File: src/rtl/if_fetch.sv
// Instruction-fetch stage: one outstanding instruction-SRAM read, buffered bundle to ID.
// Optional IF_BYPASS_EN presents the returning word to ID in the same cycle it arrives.
module if_fetch #(
  parameter logic [31:0] RESET_PC = 32'hBFC00000,
  parameter int          ADDR_W   = 32
) (
  input  logic              clk,
  input  logic              rst_n,
  input  logic              id_allowin_in,
  input  logic              id_valid_in,
  input  logic [ADDR_W-1:0] id_nextPC_in,
  output logic              if_valid_out,
  output logic [ADDR_W-1:0] if_PC_out,
  output logic [ADDR_W-1:0] if_NPC_out,
  output logic [ADDR_W-1:0] if_NNPC_out,
  output logic [31:0]       if_Instruct_out,
  output logic [ADDR_W-1:0] if_NPC_fast_out,
  output logic              if_adel_out,
  output logic              inst_req,
  output logic [ADDR_W-1:0] inst_addr,
  input  logic              inst_addr_ok,
  input  logic              inst_data_ok,
  input  logic [31:0]       inst_rdata
);

  typedef enum logic [1:0] {S_IDLE, S_REQ, S_WAIT, S_HOLD} state_t;

  state_t            r_state;
  logic [ADDR_W-1:0] r_pc;
  logic [ADDR_W-1:0] r_cur_pc;
  logic [ADDR_W-1:0] r_out_pc;
  logic [ADDR_W-1:0] r_out_npc;
  logic [ADDR_W-1:0] r_out_nnpc;
  logic [31:0]       r_inst;
  logic              r_valid;
  logic              r_adel;
  logic              r_drop;

  logic              w_misal;
  logic              w_resp;
  logic              w_byp;
  logic              w_fire;
  logic [ADDR_W-1:0] w_cur_npc;
  logic [ADDR_W-1:0] w_cur_nnpc;
  logic [ADDR_W-1:0] w_pc_npc;
  logic [ADDR_W-1:0] w_pc_nnpc;
  logic [ADDR_W-1:0] w_next_pc;

  assign w_misal    = (r_pc[1:0] != 2'b00);
  assign w_cur_npc  = r_cur_pc + ADDR_W'(4);
  assign w_cur_nnpc = r_cur_pc + ADDR_W'(8);
  assign w_pc_npc   = r_pc + ADDR_W'(4);
  assign w_pc_nnpc  = r_pc + ADDR_W'(8);
  assign w_resp     = (r_state == S_WAIT) && inst_data_ok && !r_drop;

`ifdef IF_BYPASS_EN
  assign w_byp = w_resp;
`else
  assign w_byp = 1'b0;
`endif

  assign if_valid_out    = r_valid | w_byp;
  assign w_fire          = if_valid_out && id_allowin_in;
  assign w_next_pc       = id_valid_in ? id_nextPC_in : w_cur_npc;

  assign if_PC_out       = w_byp ? r_cur_pc   : r_out_pc;
  assign if_NPC_out      = w_byp ? w_cur_npc  : r_out_npc;
  assign if_NNPC_out     = w_byp ? w_cur_nnpc : r_out_nnpc;
  assign if_Instruct_out = w_byp ? inst_rdata : r_inst;
  assign if_adel_out     = w_byp ? 1'b0       : r_adel;

  assign if_NPC_fast_out = ((r_state == S_WAIT) || (r_state == S_HOLD)) ? w_cur_npc : w_pc_npc;

  // A misaligned PC never reaches the SRAM; a stale response still owed blocks new requests.
  assign inst_req  = (r_state == S_REQ) && !r_drop && !w_misal;
  assign inst_addr = r_pc;

  always_ff @(posedge clk) begin
    if (!rst_n) begin
      r_state    <= S_IDLE;
      r_pc       <= RESET_PC;
      r_cur_pc   <= RESET_PC;
      r_valid    <= 1'b0;
      r_inst     <= '0;
      r_out_pc   <= '0;
      r_out_npc  <= '0;
      r_out_nnpc <= '0;
      r_adel     <= 1'b0;
      // Reset while a read is in flight: remember to swallow its response.
      r_drop     <= ((r_state == S_WAIT) || r_drop) && !inst_data_ok;
    end else begin
      if (r_drop && inst_data_ok) r_drop <= 1'b0;
      case (r_state)
        S_IDLE: r_state <= S_REQ;
        S_REQ: begin
          if (w_misal) begin
            r_cur_pc   <= r_pc;
            r_out_pc   <= r_pc;
            r_out_npc  <= w_pc_npc;
            r_out_nnpc <= w_pc_nnpc;
            r_inst     <= '0;
            r_adel     <= 1'b1;
            r_valid    <= 1'b1;
            r_state    <= S_HOLD;
          end else if (!r_drop && inst_addr_ok) begin
            r_cur_pc <= r_pc;
            r_state  <= S_WAIT;
          end
        end
        S_WAIT: begin
          if (w_resp) begin
            r_inst     <= inst_rdata;
            r_out_pc   <= r_cur_pc;
            r_out_npc  <= w_cur_npc;
            r_out_nnpc <= w_cur_nnpc;
            r_adel     <= 1'b0;
            if (w_byp && id_allowin_in) begin
              r_pc    <= w_next_pc;
              r_state <= S_REQ;
            end else begin
              r_valid <= 1'b1;
              r_state <= S_HOLD;
            end
          end
        end
        S_HOLD: begin
          if (w_fire) begin
            r_pc    <= w_next_pc;
            r_valid <= 1'b0;
            r_state <= S_REQ;
          end
        end
        default: r_state <= S_IDLE;
      endcase
    end
  end

endmodule

File: config.mk
export PLATFORM = sky130hd
export DESIGN_NAME = if_fetch
export DESIGN_NICKNAME = d
export VERILOG_FILES = /design/src/rtl/if_fetch.sv
export SDC_FILE = /design/constraint.sdc
export NUM_CORES = 1
export LEC_CHECK = 0
export BUFFER_PORTS_ARGS = -buffer_cell sky130_fd_sc_hd__buf_2
export CORE_ASPECT_RATIO = 0.9
export CORE_MARGIN = 3
export CORE_UTILIZATION = 58
export CTS_CLUSTER_SIZE = 16
export DETAILED_ROUTE_END_ITERATION = 10
export PLACE_DENSITY = 0.86
export SETUP_SLACK_MARGIN = 0.3
export SYNTH_ARGS = -nofsm -noshare
export SYNTH_HDL_FRONTEND = slang
export SYNTH_SLANG_ARGS = --single-unit
File: constraint.sdc
create_clock -name clk -period 6.6 [get_ports clk]
set_clock_uncertainty 0.15 [all_clocks]
set_input_delay 0 -clock clk [delete_from_list [all_inputs] [get_ports clk]]
set_output_delay 0 -clock clk [all_outputs]
set_load 0.01 [all_outputs]
==> impl_metrics.csv, run 1 <==
group,metric,value,unit
logic_synthesis,synth_top_area_share,37.33,%
critical_path,ff2ff_path_depth,7,
routing,dr.pass1.iters,7,
sta,finalSetupViolCount,0,
power_and_ir_drop,power_density,321.3,nW/um^2
placed_design,gp_congestion,0.9582,
cts,cts_max_path_buffers,2,
sta,post-route-period-util,62.39,%
status,run_status,"complete, no violations",
global_routing,grt_pass1_vias,10650,
logic_synthesis,synth-seq-cells,192,
logic_synthesis,synth_top_family_by_area,"simple AND/OR/NAND/NOR gates",
routing,vias_per_cell,6.554,
floorplanning,die_y,132.1,um
cts,numCtsBuffers,17,
logic_synthesis,synthMuxAreaShare,6.217,%
logic_synthesis,synthAdderAreaFrac,0.7329,%
cts,h-tree-depth,4,
critical_path,crit_path_start_kind,"flip-flop",
critical_path,required,6.79,ns
logic_synthesis,yosys.area.top_type,"dfxtp_1",
routing,drc_errors,0,
cts,clk_pin_slew_worst_paths,0.07,ns
logic_synthesis,yosys.area_share.simple,25.59,%
final_layout,drive_gt1_share,22.52,%
final_layout,nets,1595,
final_layout,postLayoutCoreUtil,74.48,%
final_layout,final_cells,1767,
logic_synthesis,syn_area,10240,sq um
cts,tritoncts,"built",
final_layout,final_cell_mix,"264 x buf_2, 191 x dfxtp_1, 156 x nand2_1, 120 x nor2_1, 76 x a21oi_1",
final_layout,final_common_cell,"buf_2",
sta,fmax,242.9,MHz
placed_design,dp_cells,1667,
floorplanning,io_pins,265,
logic_synthesis,yosys-top-cells-area,"dfxtp_1 37%, nand2_1 5.7%, mux2i_1 4.8%",
routing,final_antenna_net_count,0,
global_routing,antenna_found_initial,0,
logic_synthesis,synth_cells,1280,
cts,cts_sinks,192,
global_routing,grt_use_total,36.20,%
floorplanning,coreArea,17120,sq um
sta,hold_viol_final,0,
sta,rsz0062_at_grt,"no",
floorplanning,die_width,146.1,um
logic_synthesis,synth_ff_type,"dfxtp_1",
cts,cts_setup_buffers,0,
logic_synthesis,yosys_warnings,0,
logic_synthesis,synth_edf_count,1,
final_layout,multiInputGateArea,5857,sq um
sta,report.final.slew_viol_count,0,
power_and_ir_drop,vdd_drop_max,257.7,uV
critical_path,rrSetupSlack,2.48,ns
sta,tightestPinTransition,1.006,ns
worst_hold_path,min_path_cells,4,
floorplanning,start_util,59.85,%
global_routing,grt_pass1_wl,57.45,mm
critical_path,path_max_fanout,33,
floorplanning,rows,45,
logic_synthesis,async_flop_share,0,%
sta,relSlewSlack,32.92,%
floorplanning,die_area,19290,sq um
critical_path,critPathArrivalTime,4.30,ns
logic_synthesis,synth_nets,1356,
logic_synthesis,synth_compound_area_share,19.98,%
worst_hold_path,hold_class,"in2reg",
final_layout,fillers,1298,
power_and_ir_drop,leakagePower,4.992,nW
global_routing,grt_max_degree,91,
global_routing,overflow,0,
placed_design,portBuffers,264,
final_layout,antenna_cells,0,
cts,clk_latency,0.45,ns
power_and_ir_drop,total_power,0.004097,W
placed_design,dp_hpwl,23.92,mm
sta,post-route-min-period,4.118,ns
routing,dr.first_iter.drc_count,1618,
final_layout,syn_to_final_growth,24.45,%
logic_synthesis,syn_avg_cell_area,8.003,sq um
final_layout,seq_area,3854,sq um
sta,final.setup.tns,0,ns
critical_path,critPathCaptureType,"flip-flop",
logic_synthesis,ys_seq_area_share,37.62,%
routing,drt-total-wl,36.81,mm
job,maxCapViolCount,0,
critical_path,crit_type,"reg2reg",
routing,avgRoutedWirePerCell,20.83,um
cts,root_buffer,"clkbuf_16",
logic_synthesis,synth_cell_type_count,73,
logic_synthesis,synthXorXnorAreaFrac,4.104,%
routing,vias,11580,
[critical path: stages (launching register included)]
cell and delay (ns):
dfxtp_1 0.42, ha_2 0.75, buf_4 0.42, nand4_1 0.15
a22oi_1 0.73, nand3_1 0.62, or2_1 0.45, a221o_1 0.29
[path summary, 6_finish.rpt]
| check | startpoint | to |
|---|---|---|
| max reg2reg | r_state[1] | if_NNPC_out[24] |
| min | id_valid_in | inst_addr[29] |
| min reg2reg | if_NNPC_out[7] | if_NNPC_out[7] |
| max | r_state[1] | if_NNPC_out[24] |
[layout make-up]
type                            instances  share of cell area, %
Tap cell                              235                  2.306
Timing Repair Buffer                  347                  16.59
Inverter                               13                 0.4024
Clock inverter                         14                  1.168
Multi-Input combinational cell        948                  45.94
Sequential cell                       192                  30.23
Clock buffer                           18                  3.366
[metal layers]
layer	share of wire, %	up-vias	track usage (%)	wire, um
met2	46	917	58.02	16990
met1	38	5370	47.24	13870
met5	0	-	0	0
met3	12	165	8.044	4331
li1	-	5129	-	-
met4	4.4	0	15.73	1619
[stage by stage]
stage | worst slack [ns] | hold WS, ns | cell area, sq um
final | 2.482 | 0.06845 | 12750
after global placement | 2.909 | 0.08477 | 11490
after global routing | 2.426 | 0.09242 | 12750
after detailed placement | 2.738 | 0.09328 | 11490
after floorplan | 4.145 | -0.001696 | 10240
after CTS | 2.731 | 0.04855 | 12750
[cells in the mapped netlist, types with 25 or more instances]
library cell / n
xnor2_1: 35
clkbuf_1: 87
a21oi_1: 76
a211oi_1: 37
dfxtp_1: 191
a22oi_1: 35
nor4_1: 25
nor2_1: 122
mux2i_1: 49
nand4_1: 32
nand3_1: 66
nand2_1: 156
nor3_1: 43
o211ai_1: 29
o21ai_0: 36
[sequential cells by signal, indices dropped and copies added (netlist names)]
name             cells
r_drop               1
if_valid_out         1
if_adel_out          1
if_Instruct_out     32
if_NPC_out          30
inst_addr           32
if_PC_out           32
r_cur_pc            32
r_state              2
if_NNPC_out         29
[logic make-up after synthesis]
| family | Yosys count |
|---|---|
| AO/OA/AOI/OAI | 298 |
| XOR/XNOR | 48 |
| buffers and inverters | 140 |
| multiplexers | 62 |
| adder cells (fa/ha/maj) | 6 |
| AND/OR/NAND/NOR | 534 |
| flip-flops | 192 |
[power by group]
part | switching [W] | internal [W]
Clock | 0.000497 | 0.000533
Combinational | 0.000987 | 0.000561
Sequential | 0.000156 | 0.00136
[what timing repair did]
item / in CTS / in global routing
resized for setup: 0 / 0
hold endpoints to repair: 75 / 0
hold buffers: 68 / 0
endpoints found under the setup margin: 0 / 0
Power figures use the tool's default switching activity.
==> run 2: changes to the inputs <==
--- a/config.mk
+++ b/config.mk
@@ -8,10 +8,10 @@
 export BUFFER_PORTS_ARGS = -buffer_cell sky130_fd_sc_hd__buf_2
 export CORE_ASPECT_RATIO = 0.9
 export CORE_MARGIN = 3
-export CORE_UTILIZATION = 58
+export CORE_UTILIZATION = 54
 export CTS_CLUSTER_SIZE = 16
 export DETAILED_ROUTE_END_ITERATION = 10
-export PLACE_DENSITY = 0.86
+export PLACE_DENSITY = 0.81
 export SETUP_SLACK_MARGIN = 0.3
 export SYNTH_ARGS = -nofsm -noshare
 export SYNTH_HDL_FRONTEND = slang
==> constraint.sdc (replaced) <==
create_clock -name clk -period 3.85 [get_ports clk]
set_clock_uncertainty 0.15 [all_clocks]
set_input_delay 0 -clock clk [delete_from_list [all_inputs] [get_ports clk]]
set_output_delay 0 -clock clk [all_outputs]
set_load 0.01 [all_outputs]
==> run 2 against run 1 <==
  * Power grew 73%
  * Critical path depth grew 1
  * Utilization shrank 4.5 points
  * Register-to-register slack lost 1.8 ns
  * Critical endpoint unchanged
  * Largest cell class unchanged
  * Largest power group unchanged
==> impl_metrics.csv, run 2 (same netlist as run 1, synthesis figures left out) <==
group,metric,value,unit
cts,clk_latency,0.44,ns
sta,hold_viol_final,0,
sta,fmax,312.8,MHz
critical_path,r2r_end,"if_NNPC_out[24]",
worst_hold_path,hold_class,"in2reg",
global_routing,grt_max_degree,62,
floorplanning,io_pins,265,
final_layout,syn_to_final_growth,26.64,%
critical_path,crit_type,"reg2reg",
critical_path,rrSetupSlack,0.65,ns
cts,h-tree-depth,4,
placed_design,dpl-instance-area,11610,sq um
final_layout,antenna_cells,0,
critical_path,critPathArrivalTime,3.38,ns
floorplanning,start_util,55.30,%
global_routing,grt_use_total,34.71,%
final_layout,final_cell_mix,"264 x buf_2, 191 x dfxtp_1, 156 x nand2_1, 120 x nor2_1",
sta,rsz0062_at_grt,"no",
cts,cts_sinks,192,
power_and_ir_drop,leakagePower,5.115,nW
floorplanning,rows,47,
final_layout,final_common_cell,"buf_2",
floorplanning,die_y,136.7,um
critical_path,ff2ff_path_depth,8,
placed_design,dp_slack,0.5545,ns
global_routing,grt_pass1_vias,10620,
job,maxCapViolCount,0,
worst_hold_path,min_from,"id_valid_in",
final_layout,nets,1616,
floorplanning,die_width,151.2,um
routing,dr.first_iter.drc_count,1225,
worst_hold_path,holdPathEnd,"inst_addr[23]",
routing,maxUsedRoutingLayer,"met4",
cts,numCtsBuffers,17,
routing,met3_length,3.988,mm
placed_design,portBuffers,264,
routing,met1Wirelength,14.31,mm
routing,final_antenna_net_count,0,
global_routing,grt_pass1_wl,57.01,mm
floorplanning,die_area,20660,sq um
worst_hold_path,min_path_cells,3,
critical_path,crit_path_start_kind,"flip-flop",
sta,post-route-min-period,3.197,ns
power_and_ir_drop,power_density,545.7,nW/um^2
cts,clk_pin_slew_worst_paths,0.08,ns
sta,final.setup.tns,0,ns
sta,finalSetupViolCount,0,
sta,report.final.slew_viol_count,0,
routing,vias,11390,
cts,root_buffer,"clkbuf_16",
status,run_status,"complete, no violations",
sta,fin_ws,0.6526,ns
routing,avgRoutedWirePerCell,20.51,um
final_layout,drive_gt1_share,23.25,%
placed_design,dp_hpwl,24.93,mm
routing,route.met2.wl,17.15,mm
routing,drc_errors,0,
final_layout,fillers,1470,
sta,relSlewSlack,19.84,%
routing,vias_per_cell,6.336,
critical_path,critPathCaptureType,"flip-flop",
global_routing,antenna_found_initial,0,
sta,post-route-period-util,83.05,%
placed_design,gp_congestion,0.9799,
routing,drt-total-wl,36.88,mm
critical_path,path_max_fanout,24,
critical_path,r2r-start,"r_state[0]",
routing,dr.pass1.iters,6,
critical_path,required,4.03,ns
cts,cts_max_path_buffers,2,
global_routing,overflow,0,
power_and_ir_drop,vdd_drop_max,389.3,uV
floorplanning,coreArea,18520,sq um
sta,tightestPinTransition,1.202,ns
cts,tritoncts,"built",
final_layout,post-route-cell-area,12970,sq um
## run 2: cell types whose count changed in the layout (fill, tap and decap cells not counted), sizes merged
cell	delta
clkinvlp	-3
buf	+14
clkinv	+3
clkbuf	-1
dlygate4sd3	+7
inv	+2
bufinv	-1
## run 2: repair_timing
item	CTS	global route
hold buffers	75	0
hold endpoints to repair	103	0
resized for setup	0	1
endpoints found under the setup margin	0	2
setup buffers	0	0
## run 2: final cells by class
| type | instances | area (sq um) | share of cell area, % |
|---|---|---|---|
| inverters | 13 | 51.30 | 0.3954 |
| flip-flops and latches | 192 | 3854 | 29.71 |
| clock inverters | 15 | 185.2 | 1.427 |
| clock buffers | 17 | 425.4 | 3.279 |
| multi-input cells | 948 | 5861 | 45.18 |
| well taps | 245 | 306.5 | 2.363 |
| repair buffers | 368 | 2290 | 17.65 |
## run 2: report_power, final
| part | internal [W] | switching, W |
|---|---|---|
| Clock | 0.000888 | 0.000923 |
| Sequential | 0.00234 | 0.000255 |
| Combinational | 0.000992 | 0.00168 |
## run 2: worst max-delay path by stage
stage | startpoint | slack [ns] | to
2_1_floorplan | r_state[0] | 1.39 | if_NNPC_out[24]
3_3_place_gp | r_state[0] | 0.72 | if_NNPC_out[24]
3_5_place_dp | r_state[1] | 0.55 | if_NNPC_out[24]
4_1_cts | r_state[1] | 0.54 | if_NNPC_out[24]
5_1_grt | r_state[1] | 0.39 | if_NNPC_out[24]
6_report | r_state[0] | 0.65 | if_NNPC_out[24]
## run 2: metrics by stage
| step | power [W] | util, % | instances | hold slack, ns |
|---|---|---|---|---|
| 6_report | 0.007079 | 70.03 | 1798 | 0.004342 |
| 5_1_grt | 0.007432 | 70.03 | 1798 | 0.02611 |
| 4_1_cts | 0.007046 | 70.01 | 1798 | 0.007361 |
| 3_5_place_dp | 0.005193 | 62.66 | 1691 | 0.09378 |
| 3_3_place_gp | 0.005140 | 62.66 | 1691 | 0.08321 |
| 2_1_floorplan | 0.004270 | - | 1280 | -0.001696 |
## run 2: per-layer routing
metal | up-vias | global-route usage, %
met2 | 714 | 55.37
li1 | 5177 | -
met5 | - | 0
met3 | 118 | 7.881
met4 | 0 | 14.25
met1 | 5384 | 45.47
## run 2: critical path: stages, from the launching register on
cell	delay (ns)
dfxtp_1	0.34
inv_1	0.09
ha_2	0.59
buf_4	0.37
mux2i_1	0.21
a21oi_1	0.28
nand4_1	0.35
or2_1	0.39
a221o_1	0.31
